--- config.mk ---
export PLATFORM = sky130hd
export DESIGN_NAME = aes_selftest_sequencer
export DESIGN_NICKNAME = d
export VERILOG_FILES = /design/src/rtl/aes_selftest_sequencer.sv
export SDC_FILE = /design/constraint.sdc
export NUM_CORES = 1
export LEC_CHECK = 0
export ABC_AREA = 1
export CAP_MARGIN = 10
export CELL_PAD_IN_SITES_DETAIL_PLACEMENT = 1
export CELL_PAD_IN_SITES_GLOBAL_PLACEMENT = 2
export CORE_MARGIN = 5
export CORE_UTILIZATION = 25
export DETAILED_ROUTE_END_ITERATION = 7
export GPL_TIMING_DRIVEN = 0
export PLACE_DENSITY = 0.93
export SYNTH_ARGS = -nofsm -noshare
export SYNTH_HDL_FRONTEND = slang
export SYNTH_SLANG_ARGS = --single-unit
--- constraint.sdc ---
create_clock -name clk -period 3.4 [get_ports clk]
set_input_delay 0.68 -clock clk [delete_from_list [all_inputs] [get_ports clk]]
set_output_delay 0.68 -clock clk [all_outputs]
set_load 0.05 [all_outputs]
--- src/rtl/aes_selftest_sequencer.sv ---
// Sequencer for the AES-128 known-answer self-test: toggles the test enable,
// waits out the combinational settle time, samples the pass flags and ciphertext.
module aes_selftest_sequencer #(
  parameter int unsigned SETTLE_CYCLES = 4,
  parameter int unsigned RUNS          = 8,
  parameter int unsigned CNT_W         = 16
) (
  input  logic             clk,
  input  logic             rst,
  input  logic             start,
  output logic             enable_out,
  input  logic             e128,
  input  logic             d128,
  input  logic [127:0]     encrypted128,
  input  logic [127:0]     expected128,
  output logic             busy,
  output logic             done,
  output logic             pass,
  output logic [2:0]       fail_code,
  output logic [7:0]       mismatch_bits,
  output logic [CNT_W-1:0] run_count
);

  localparam int unsigned SET_W = (SETTLE_CYCLES > 1) ? $clog2(SETTLE_CYCLES) : 1;
  localparam logic [SET_W-1:0] SETTLE_LOAD = SET_W'(SETTLE_CYCLES - 1);
  localparam logic [CNT_W-1:0] RUNS_C      = CNT_W'(RUNS);

  localparam logic [2:0] CODE_NONE      = 3'd0;
  localparam logic [2:0] CODE_E_OFF     = 3'd1;
  localparam logic [2:0] CODE_D_OFF     = 3'd2;
  localparam logic [2:0] CODE_E_ON      = 3'd3;
  localparam logic [2:0] CODE_D_ON      = 3'd4;
  localparam logic [2:0] CODE_CIPHER    = 3'd5;

  typedef enum logic [2:0] {
    ST_IDLE,
    ST_OFF_SETTLE,
    ST_OFF_CHECK,
    ST_ON_SETTLE,
    ST_ON_CHECK,
    ST_DONE
  } state_t;

  state_t           state;
  logic [SET_W-1:0] settle_cnt;
  logic [CNT_W-1:0] run_next;

  function automatic logic [7:0] popcount(input logic [127:0] v);
    logic [7:0] cnt;
    cnt = 8'd0;
    for (int i = 0; i < 128; i++) cnt = cnt + 8'(v[i]);
    return cnt;
  endfunction

  assign run_next = run_count + CNT_W'(1);

  // Single-process FSM; every output is a flop updated on state transitions.
  always_ff @(posedge clk or posedge rst) begin
    if (rst) begin
      state         <= ST_IDLE;
      settle_cnt    <= '0;
      enable_out    <= 1'b0;
      busy          <= 1'b0;
      done          <= 1'b0;
      pass          <= 1'b0;
      fail_code     <= CODE_NONE;
      mismatch_bits <= 8'd0;
      run_count     <= '0;
    end else begin
      done <= 1'b0;
      case (state)
        ST_IDLE: begin
          enable_out <= 1'b0;
          busy       <= 1'b0;
          if (start) begin
            pass          <= 1'b0;
            fail_code     <= CODE_NONE;
            mismatch_bits <= 8'd0;
            run_count     <= '0;
            settle_cnt    <= SETTLE_LOAD;
            busy          <= 1'b1;
            state         <= ST_OFF_SETTLE;
          end
        end

        ST_OFF_SETTLE: begin
          if (settle_cnt == '0) state <= ST_OFF_CHECK;
          else                  settle_cnt <= settle_cnt - SET_W'(1);
        end

        // With the engine disabled, neither pass flag may be asserted.
        ST_OFF_CHECK: begin
          if (e128 || d128) begin
            fail_code <= e128 ? CODE_E_OFF : CODE_D_OFF;
            pass      <= 1'b0;
            busy      <= 1'b0;
            done      <= 1'b1;
            state     <= ST_DONE;
          end else begin
            settle_cnt <= SETTLE_LOAD;
            enable_out <= 1'b1;
            state      <= ST_ON_SETTLE;
          end
        end

        ST_ON_SETTLE: begin
          if (settle_cnt == '0) state <= ST_ON_CHECK;
          else                  settle_cnt <= settle_cnt - SET_W'(1);
        end

        ST_ON_CHECK: begin
          mismatch_bits <= popcount(encrypted128 ^ expected128);
          enable_out    <= 1'b0;
          if (!e128 || !d128 || (encrypted128 != expected128)) begin
            fail_code <= !e128 ? CODE_E_ON : (!d128 ? CODE_D_ON : CODE_CIPHER);
            pass      <= 1'b0;
            busy      <= 1'b0;
            done      <= 1'b1;
            state     <= ST_DONE;
          end else begin
            run_count <= run_next;
            if (run_next == RUNS_C) begin
              pass  <= 1'b1;
              busy  <= 1'b0;
              done  <= 1'b1;
              state <= ST_DONE;
            end else begin
              settle_cnt <= SETTLE_LOAD;
              state      <= ST_OFF_SETTLE;
            end
          end
        end

        ST_DONE: begin
          enable_out <= 1'b0;
          busy       <= 1'b0;
          state      <= ST_IDLE;
        end

        default: begin
          enable_out <= 1'b0;
          busy       <= 1'b0;
          state      <= ST_IDLE;
        end
      endcase
    end
  end

endmodule

After elaboration in Yosys (flattened, before gate mapping)
Cells that the tools add are included.
{"block": "classes", "add_sub_neg": 129, "n_mul": 0, "div_mod_pow": 0, "magnitude_cmp": 0, "n_eq_ne": 16, "shift": 0, "mux": 40, "bitwise_logic": 2, "n_reduce_logical": 19}
{"cell": "adder 8 x 1 -> 8 bit", "count": 120}
{"cell": "!= test 128 bit", "count": 1}
{"cell": "XOR 128 bit", "count": 1}
{"cell": "2-to-1 mux 16 bit", "count": 2}
{"cell": "one-hot mux 16 bit (2 select lines)", "count": 1}
{"cell": "2-to-1 mux 3 bit", "count": 10}
{"cell": "!= test 2 bit (second input constant)", "count": 9}
{"cell": "adder 16 x 1 -> 16 bit (second input constant)", "count": 1}
{"cell": "== test 16 x 4 -> 1 bit (second input constant)", "count": 1}
{"cell": "one-hot mux 8 bit (2 select lines)", "count": 1}
{"cell": "one-hot mux 3 bit (5 select lines)", "count": 1}
{"cell": "2-to-1 mux 1 bit", "count": 12}
{"cell": "2-to-1 mux 2 bit", "count": 6}
{"cell": "one-hot mux 3 bit (3 select lines)", "count": 1}
{"cell": "AND reduction 3 bit", "count": 3}
{"cell": "adder 7 x 1 -> 8 bit", "count": 1}
{"cell": "2-to-1 mux 8 bit", "count": 1}
{"cell": "one-hot mux 2 bit (4 select lines)", "count": 1}
{"cell": "AND reduction 4 bit", "count": 2}
{"cell": "adder 6 x 1 -> 7 bit", "count": 1}
{"cell": "adder 5 x 1 -> 6 bit", "count": 1}
{"cell": "== test 3 x 2 -> 1 bit (second input constant)", "count": 2}
{"cell": "AND reduction 6 bit", "count": 1}
{"cell": "adder 4 x 1 -> 5 bit", "count": 1}
{"cell": "20 further kinds", "count": 25}
{"block": "word_totals", "ff_bits": 36, "latchBits": 0, "ramBits": 0, "rom_bits": 0, "inputBits": 261, "wordCells": 215, "memories": 0}

Depth between registers and ports, before layout
Gate-level depths: netlist of the first run.
{"block": "logic_depth", "depth_word": 129, "depth_mapped": 33}

Least setup slack after synthesis of the first run
Ideal clock, no wire load.
{"block": "synth_timing", "path_type": "input -> register", "from": "input port expected128[87]", "to": "register mismatch_bits[6]", "setup_time_ns": 0.128, "arrival_time_ns": 7.556, "path_slack_ns": -4.284, "path_stages": 31, "path_buffers": 0, "cell_sequence": "nor2_1 nor2_1 fa_1 inv_1 fa_1 inv_1 fa_1 inv_1 fa_1 inv_1 fa_1 inv_1 fa_1 inv_1 fa_1 fa_1 fa_1 fa_1 ha_1 inv_1 fa_1 nor2_1 o21ai_0 nand2_1 nand2_1 inv_1 nor2_1 nor2_1 nor2_1 o21ai_0 o21ai_0"}
{"block": "synth_via", "elab_chain_len": 43}
{"item": "start: declaration", "line": "15", "source": "input logic [127:0] expected128,"}
{"item": "XOR 128 bit", "line": "112", "source": "mismatch_bits <= popcount(encrypted128 ^ expected128);"}
{"item": "adder 8 x 1 -> 8 bit (41 in a row)", "line": "51", "source": "for (int i = 0; i < 128; i++) cnt = cnt + 8'(v[i]);"}
{"item": "one-hot mux 8 bit (2 select lines)", "line": "71", "source": "case (state)"}
{"item": "end signal: assignment", "line": "112"}
{"item": "end: declaration", "line": "20", "source": "output logic [7:0] mismatch_bits,"}
No other way between the ends.
A chain may end at the register's enable or synchronous reset.

Worst setup path after layout of the first run
{"block": "layout_timing", "from": "input port expected128[109]", "to": "register mismatch_bits[2]"}
{"block": "layout_via", "elab_chain_len": 21}
{"item": "XOR 128 bit", "line": "112"}
{"item": "adder 8 x 1 -> 8 bit (19 in a row)", "line": "51"}
{"item": "one-hot mux 8 bit (2 select lines)", "line": "71"}
No other way between the ends.

==> impl_results.md, run 1 <==
* Result of the run: finished, violations left
* Violated checks: setup timing
* Clock-pin transition on the worst setup and hold timing paths at about 60 ps
* Number of hold buffers added after cts at 0
* Number of instances in the synthesized netlist at roughly 1200
* Floorplan die height at 185 um
* Die outline area at 34100 um2
* Clock tree skew after final layout at approximately 6.4 ps
* Share of layout cells above drive strength 1 at 0.210
* Max-capacitance violation count at 0
* GRT overflow at 0
* Count of port buffers added during placement at about 290
* Antenna Violating Nets Remaining at 0
* Via-per-instance ratio at roughly 4.3
* Final number of hold-violating endpoints at 0
* Worst EP required at ~3600 ps
* Via count at 8190
* Gp weighted congestion at 0.827
* Slowest Stage Delay on Critical Path at slightly below 600 ps
* DRC Markers at 0
* Post-synthesis sequential area ratio at 0.118
* Placed cell count at 1855
* Most common cell after layout, fill and taps aside: nand2_1
* Count of non-filler cells in the finished layout at between 1500 and 2000
* Placed Instance Area at approximately 11000 um2
* Post-Synthesis Mean Instance Area at 6.53 um2
* Highest fanout seen on the critical path at 2
* Antenna Cells at 0
* RSZ-0062 raised after global routing: yes
* Worst hold slack at roughly 480 ps
* Root buf cell: clkbuf_16
* CP arrival at between 7000 and 8000 ps
* Slew @ Worst Pin at a little over 800 ps
* Global-route wire length before repair at 48.0 mm
* Number of buffers created by CTS at 5
* Die width at between 150 and 200 um
* Number of unique standard cell types used by synthesis at 24
* Crit path kind: input pin to flop
* Layout Cell Area excl Fill at roughly 12000 um2
* Total of endpoints with negative setup slack in the final report at 8
* Initial antenna violation count at 0
* Setup ws final at -4190 ps
* Maximum achievable frequency at approximately 0.13 GHz
* Number of top-level design ports at approximately 290
* Post-synthesis net count at about 1600
* Post-detailed-route wirelength per cell at between 15 and 20 um
* Post-synthesis register bit count at 36
* Nature of the critical path startpoint: input pin
* Number of global-route vias before repair at ~9600
* Wire length after detailed routing at 30.3 mm
* Headroom to the max-slew limit at 0.448
* Post-synth EDFFs at 0
* Worst Hold Class: flop to flop
* Core Area at ~30000 um2
* Leading cell types in the layout, fill and taps excluded: 276 x nand2_1, 255 x inv_1, 197 x nor2_1, 165 x clkdlybuf4s50_1, 96 x fa_1
* Time the final worst path needs with I/O delays and setup at ~7600 ps
* Pins Over Slew Limit at 0
* Final critical-path share of the clock period at 2.23
* Critical-path top delay cell: fa_1
* Number of warnings printed during yosys synthesis at 0
* Clock H-tree levels at 2
* Sinks on Clock Net at 36
* Synthesized area at approximately 7600 um2
* Async SR Flop Fraction at 1.00
* Nature of the critical path endpoint: flop
* Synthesis-to-finish area growth at 58.6%
* Length of the first detailed-routing pass in iterations at 4
* Number of DRC violations after detailed-routing iteration 0 at about 190
* Clk Latency, worst-skew pair at 280 ps
* Initial Util at 0.251
* Post-DP HPWL at roughly 26 mm
* Largest net degree at the start of global routing at 37
* CP dominant cell by count: fa_1
* # nets final at 1933
* Primary flip-flop cell chosen by synthesis mapping: dfrtp_1
* Aggregate global-route resource usage at 0.179
* Maximum number of buffers from clock root to sink at 2
* CTS tree: done
* Std-Cell Rows at 64
* Worst-case setup slack after placement at -5070 ps
==> synth_stat cells (2+ instances only) <==
cell type | n | area share
ha_1 | 29 | 0.048
fa_1 | 115 | 0.30
nor2_4 | 3 | 0.0044
xnor2_1 | 2 | 0.0023
a21oi_1 | 2 | 0.0013
nand3_2 | 2 | 0.0026
nand2_4 | 2 | 0.0030
nand2_1 | 297 | 0.15
o21ai_1 | 9 | 0.0059
buf_2 | 2 | 0.0013
xor2_1 | 30 | 0.034
nand3_1 | 28 | 0.018
buf_6 | 2 | 0.0030
dfrtp_1 | 36 | 0.12
nand2_2 | 2 | 0.0016
nand4_1 | 5 | 0.0041
inv_1 | 311 | 0.15
nor3_1 | 2 | 0.0013
o21ai_0 | 27 | 0.018
nor2_1 | 258 | 0.13
==> final cells by class <==
cell class,count,area [um2]
buffer,4,40.0
inverter,312,1170
clock buffer,6,129
fill,3811,18300
tap,396,495
multi-input combinational,817,6110
timing repair buffer,352,3210
clock inverter,2,35.0
sequential,36,901
==> layer usage <==
layer	GRT usage	wire length, um
met4	0.0578	1040
met2	0.353	16300
met3	0.0391	1930
met1	0.188	11100
met5	0	0
==> state kept, by name, indices dropped and copies added (netlist names) <==
| name | cells |
|---|---|
| fail_code | 3 |
| pass | 1 |
| done | 1 |
| enable_out | 1 |
| settle_cnt | 2 |
| busy | 1 |
| mismatch_bits | 8 |
| run_count | 16 |
| state | 3 |
==> critical path: cells and delay by family <==
kind	cells	cell delay, ps
compound gates	1	40
fa+ha+maj	12	5760
simple gates	3	320
buf+inv	13	940
==> kinds of logic (layout without fill, tap and decap cells) <==
group                      Yosys count  count (layout)  synth area share
and+or+nand+nor                    599             600             0.309
buffers and inverters              316             676             0.158
adders and majority gates          144             144             0.349
AOI/OAI and AO/OA                   40              40            0.0272
DFF                                 36              36             0.118
xor gates and xnor gates            33              33            0.0389
==> stage by stage <==
step,setup TNS (ps),util
after CTS,-126040,0.400
final,-31210,0.399
after global routing,-33010,0.399
after global placement,-40610,0.365
after floorplan,-28890,-
after detailed placement,-42100,0.365
==> what timing repair did <==
| item | CTS | global route |
|---|---|---|
| pin swaps | 135 | 33 |
| setup buffers | 87 | 13 |
| gates resized for setup | 506 | 57 |
| endpoints found under the setup margin | 8 | 33 |
| cloned | 0 | 3 |
==> final timing paths <==
kind	to	cells after the start	startpoint	slack [ps]
worst max-delay path	mismatch_bits[2]$_DFFE_PP0P_	29	expected128[109]	-4190
worst min-delay path	settle_cnt[1]$_DFFE_PP0P_	2	settle_cnt[1]$_DFFE_PP0P_	480
worst max register to register	settle_cnt[1]$_DFFE_PP0P_	13	run_count[0]$_DFFE_PP0P_	1190
worst min register to register	settle_cnt[1]$_DFFE_PP0P_	2	settle_cnt[1]$_DFFE_PP0P_	480
max in group asynchronous	run_count[15]$_DFFE_PP0P_	2	rst	1980
min in group asynchronous	run_count[4]$_DFFE_PP0P_	2	rst	880
Power of run 1 is not shown: default switching activity piles up to over one toggle a cycle in this logic, so the estimate is an artifact.
==> inputs of run 2 (changes only) <==
ABC_CLOCK_PERIOD_IN_PS = 3400   (was not set)
==> results of run 2 <==
Same layout as run 1: the final DEF is identical, and so are final timing and power.
Power of run 2 is left out for the same reason.
==> inputs of run 3 (changes only) <==
PLACE_DENSITY = not set   (was 0.93)
PLACE_DENSITY_LB_ADDON = 0.1   (was not set)
==> run 3 against run 2 <==
  * Fmax shrank 1.7%
  * Die area is the same
  * Critical path type unchanged
  * Wire length shrank 3.6%
  * Utilization grew 0.20 points
  * Sequential share of layout area is essentially flat
  * Register-to-register slack gained 50 ps
  * Hold slack lost 6.6 ps
  * Via count shrank 3.0%
  * The flow still finishes with violations (setup timing)
  * Worst setup slack lost 130 ps
  * Clock skew shrank 2.2 ps
==> impl_results.md, run 3 (synthesized netlist as in run 1, its figures left out) <==
* Result of the run: finished, violations left
* Violated checks: setup timing
* Final number of hold-violating endpoints at 0 (unchanged)
* Length of the first detailed-routing pass in iterations at 4 (unchanged)
* Setup ws final at -4320 ps (-130 ps)
* DRC Markers at 0 (unchanged)
* Highest fanout seen on the critical path at 2 (unchanged)
* Std-Cell Rows at 64 (unchanged)
* Global-route wire length before repair at 49.7 mm (+3.6%)
* Post-detailed-route wirelength per cell at 15.2 um (-3.4%)
* Number of buffers created by CTS at 5 (unchanged)
* Aggregate global-route resource usage at 0.187 (+0.00752)
* Clock H-tree levels at 2 (unchanged)
* # nets final at 1929 (-0.21%)
* R2r endpoint: settle_cnt[1]$_DFFE_PP0P_
* Worst hold path startpoint: settle_cnt[1]$_DFFE_PP0P_
* Crit. path cell count at 31 (+6.9%)
* Worst R2R Start: run_count[0]$_DFFE_PP0P_
* Die width at 185 um (unchanged)
* Number of top-level design ports at 292 (unchanged)
* Nature of the critical path endpoint: flop
* R2r worst-path depth at 13 (unchanged)
* Floorplan die height at 185 um (unchanged)
* Fin util at 0.401 (+0.00198)
* CTS tree: done
* Number of global-route vias before repair at 9523 (-0.74%)
* Sinks on Clock Net at 36 (unchanged)
* Final critical-path share of the clock period at 2.27 (+0.0381)
* Setup TNS at -31710 ps (-497 ps)
* Initial Util at 0.251 (unchanged)
* Fill cell instance count of the final layout at 3817 (+0.16%)
* Largest register by flop count: run_count
* Initial antenna violation count at 0 (unchanged)
* Slew @ Worst Pin at 810 ps (-16.6 ps)
* Headroom to the max-slew limit at 0.459 (+0.0111)
* Critical-path top delay cell: fa_1
* Nature of the critical path startpoint: input pin
* Slowest Stage Delay on Critical Path at 600 ps (about the same)
* Synthesis-to-finish area growth at 59.4%
* Post-DP HPWL at 25.2 mm (-3.9%)
* Via count at 7948 (-3.0%)
* WP buf/inv at 8 (-5)
* Die outline area at 34100 um2 (unchanged)
* Root buf cell: clkbuf_16
* Number of DRC violations after detailed-routing iteration 0 at 188 (+1.1%)
* Hold path endpoint: settle_cnt[1]$_DFFE_PP0P_
* Count of port buffers added during placement at 291 (unchanged)
* Max-capacitance violation count at 0 (unchanged)
* Antenna Violating Nets Remaining at 0 (unchanged)
* Via-per-instance ratio at 4.14 (-2.8%)
* R2r setup slk at 1240 ps (+50 ps)
* GRT overflow at 0 (unchanged)
* Clock-pin transition on the worst setup and hold timing paths at 60 ps (about the same)
* Most common cell after layout, fill and taps aside: nand2_1
* Pins Over Slew Limit at 0 (unchanged)
* CP arrival at 7890 ps (+130 ps)
* Largest register FFs at 16 (unchanged)
* Time the final worst path needs with I/O delays and setup at 7720 ps (+130 ps)
* CP dominant cell by count: fa_2
* Leading cell types in the layout, fill and taps excluded: 265 x nand2_1, 246 x inv_1, 187 x nor2_1, 165 x clkdlybuf4s50_1, 92 x fa_1
* Worst-case setup slack after placement at -5110 ps (-41.8 ps)
* Worst hold path depth at 2 (unchanged)
* Clk Latency, worst-skew pair at 280 ps (about the same)
* Worst Hold Class: flop to flop
* Maximum number of buffers from clock root to sink at 2 (unchanged)
* RSZ-0062 raised after global routing: yes
* Total of endpoints with negative setup slack in the final report at 8 (unchanged)
* Worst EP required at 3570 ps (about the same)
* Largest net degree at the start of global routing at 37 (unchanged)
* Crit path kind: input pin to flop
* Gp weighted congestion at 0.781 (-5.6%)
* Antenna Cells at 0 (unchanged)
* Wire length after detailed routing at 29.2 mm (-3.6%)
* Clock tree skew after final layout at 4.22 ps (-2.16 ps)
* Share of layout cells above drive strength 1 at 0.238 (+0.0281)
* Critical Path Source: expected128[105]
* Leading registers by flop count: run_count: 16 flops, mismatch_bits: 8 flops
* Maximum achievable frequency at 0.129 GHz (-1.7%)
* Core Area at 30300 um2 (unchanged)
* Family with the most delay on the worst path: adder cells
run 3: changes by cell type in the layout (fill, tap and decap cells not counted), moves of 4 or more:
cell	previous run	this run
clkdlybuf4s15_1	25	17
inv_1	255	246
inv_2	56	65
nand2_2	22	31
fa_1	96	92
dlygate4sd2_1	42	38
clkbuf_2	4	8
buf_6	19	23
nor2_4	33	41
fa_2	19	23
nor2_1	197	187
nand2_1	276	265
run 3: cell type report:
| class | instances | area, um2 | share of cell area |
|---|---|---|---|
| inverters | 312 | 1170 | 0.0963 |
| clock buffers | 8 | 146 | 0.0120 |
| flip-flops and latches | 36 | 901 | 0.0741 |
| multi-input cells | 817 | 6270 | 0.516 |
| repair buffers | 348 | 3130 | 0.258 |
| well taps | 396 | 495 | 0.0408 |
| plain buffers | 4 | 40.0 | 0.00329 |
run 3: worst max path at each step:
stage,slack [ps],end
finish,-4320,mismatch_bits[6]$_DFFE_PP0P_
CTS,-4320,mismatch_bits[6]$_DFFE_PP0P_
global route,-4560,mismatch_bits[6]$_DFFE_PP0P_
detailed placement,-5110,mismatch_bits[6]$_DFFE_PP0P_
global placement,-5070,mismatch_bits[6]$_DFFE_PP0P_
floorplan,-4020,mismatch_bits[6]$_DFFE_PP0P_
run 3: worst reg2reg max path, delay by kind of cell, from the launching register on:
| kind | cells | cell delay [ps] |
|---|---|---|
| adder cells (fa/ha/maj) | 1 | 250 |
| flip-flops | 1 | 470 |
| AND/OR/NAND/NOR | 11 | 1160 |
| XOR/XNOR | 1 | 160 |
run 3: layer usage:
layer,track usage,part of all wire
met1,0.209,0.39
met2,0.365,0.53
met3,0.0322,0.055
met4,0.0449,0.019
met5,0,0
run 3: per-stage QoR:
stage | instances | hold WS [ps] | area, um2
2_1_floorplan | 1168 | 442 | 7660
3_3_place_gp | 1855 | 461 | 11100
3_5_place_dp | 1855 | 463 | 11100
4_1_cts | 2021 | 478 | 12700
5_1_grt | 1921 | 509 | 12200
6_report | 1921 | 471 | 12200
run 3: timing repair:
item                                    in CTS  in global routing
setup buffers                              160                 13
resized for setup                          519                112
endpoints found under the setup margin       8                 33
hold buffers                                 0                  0
gates cloned                                 0                  2
pin swaps                                  154                 93
Power of run 3 is left out for the same reason.
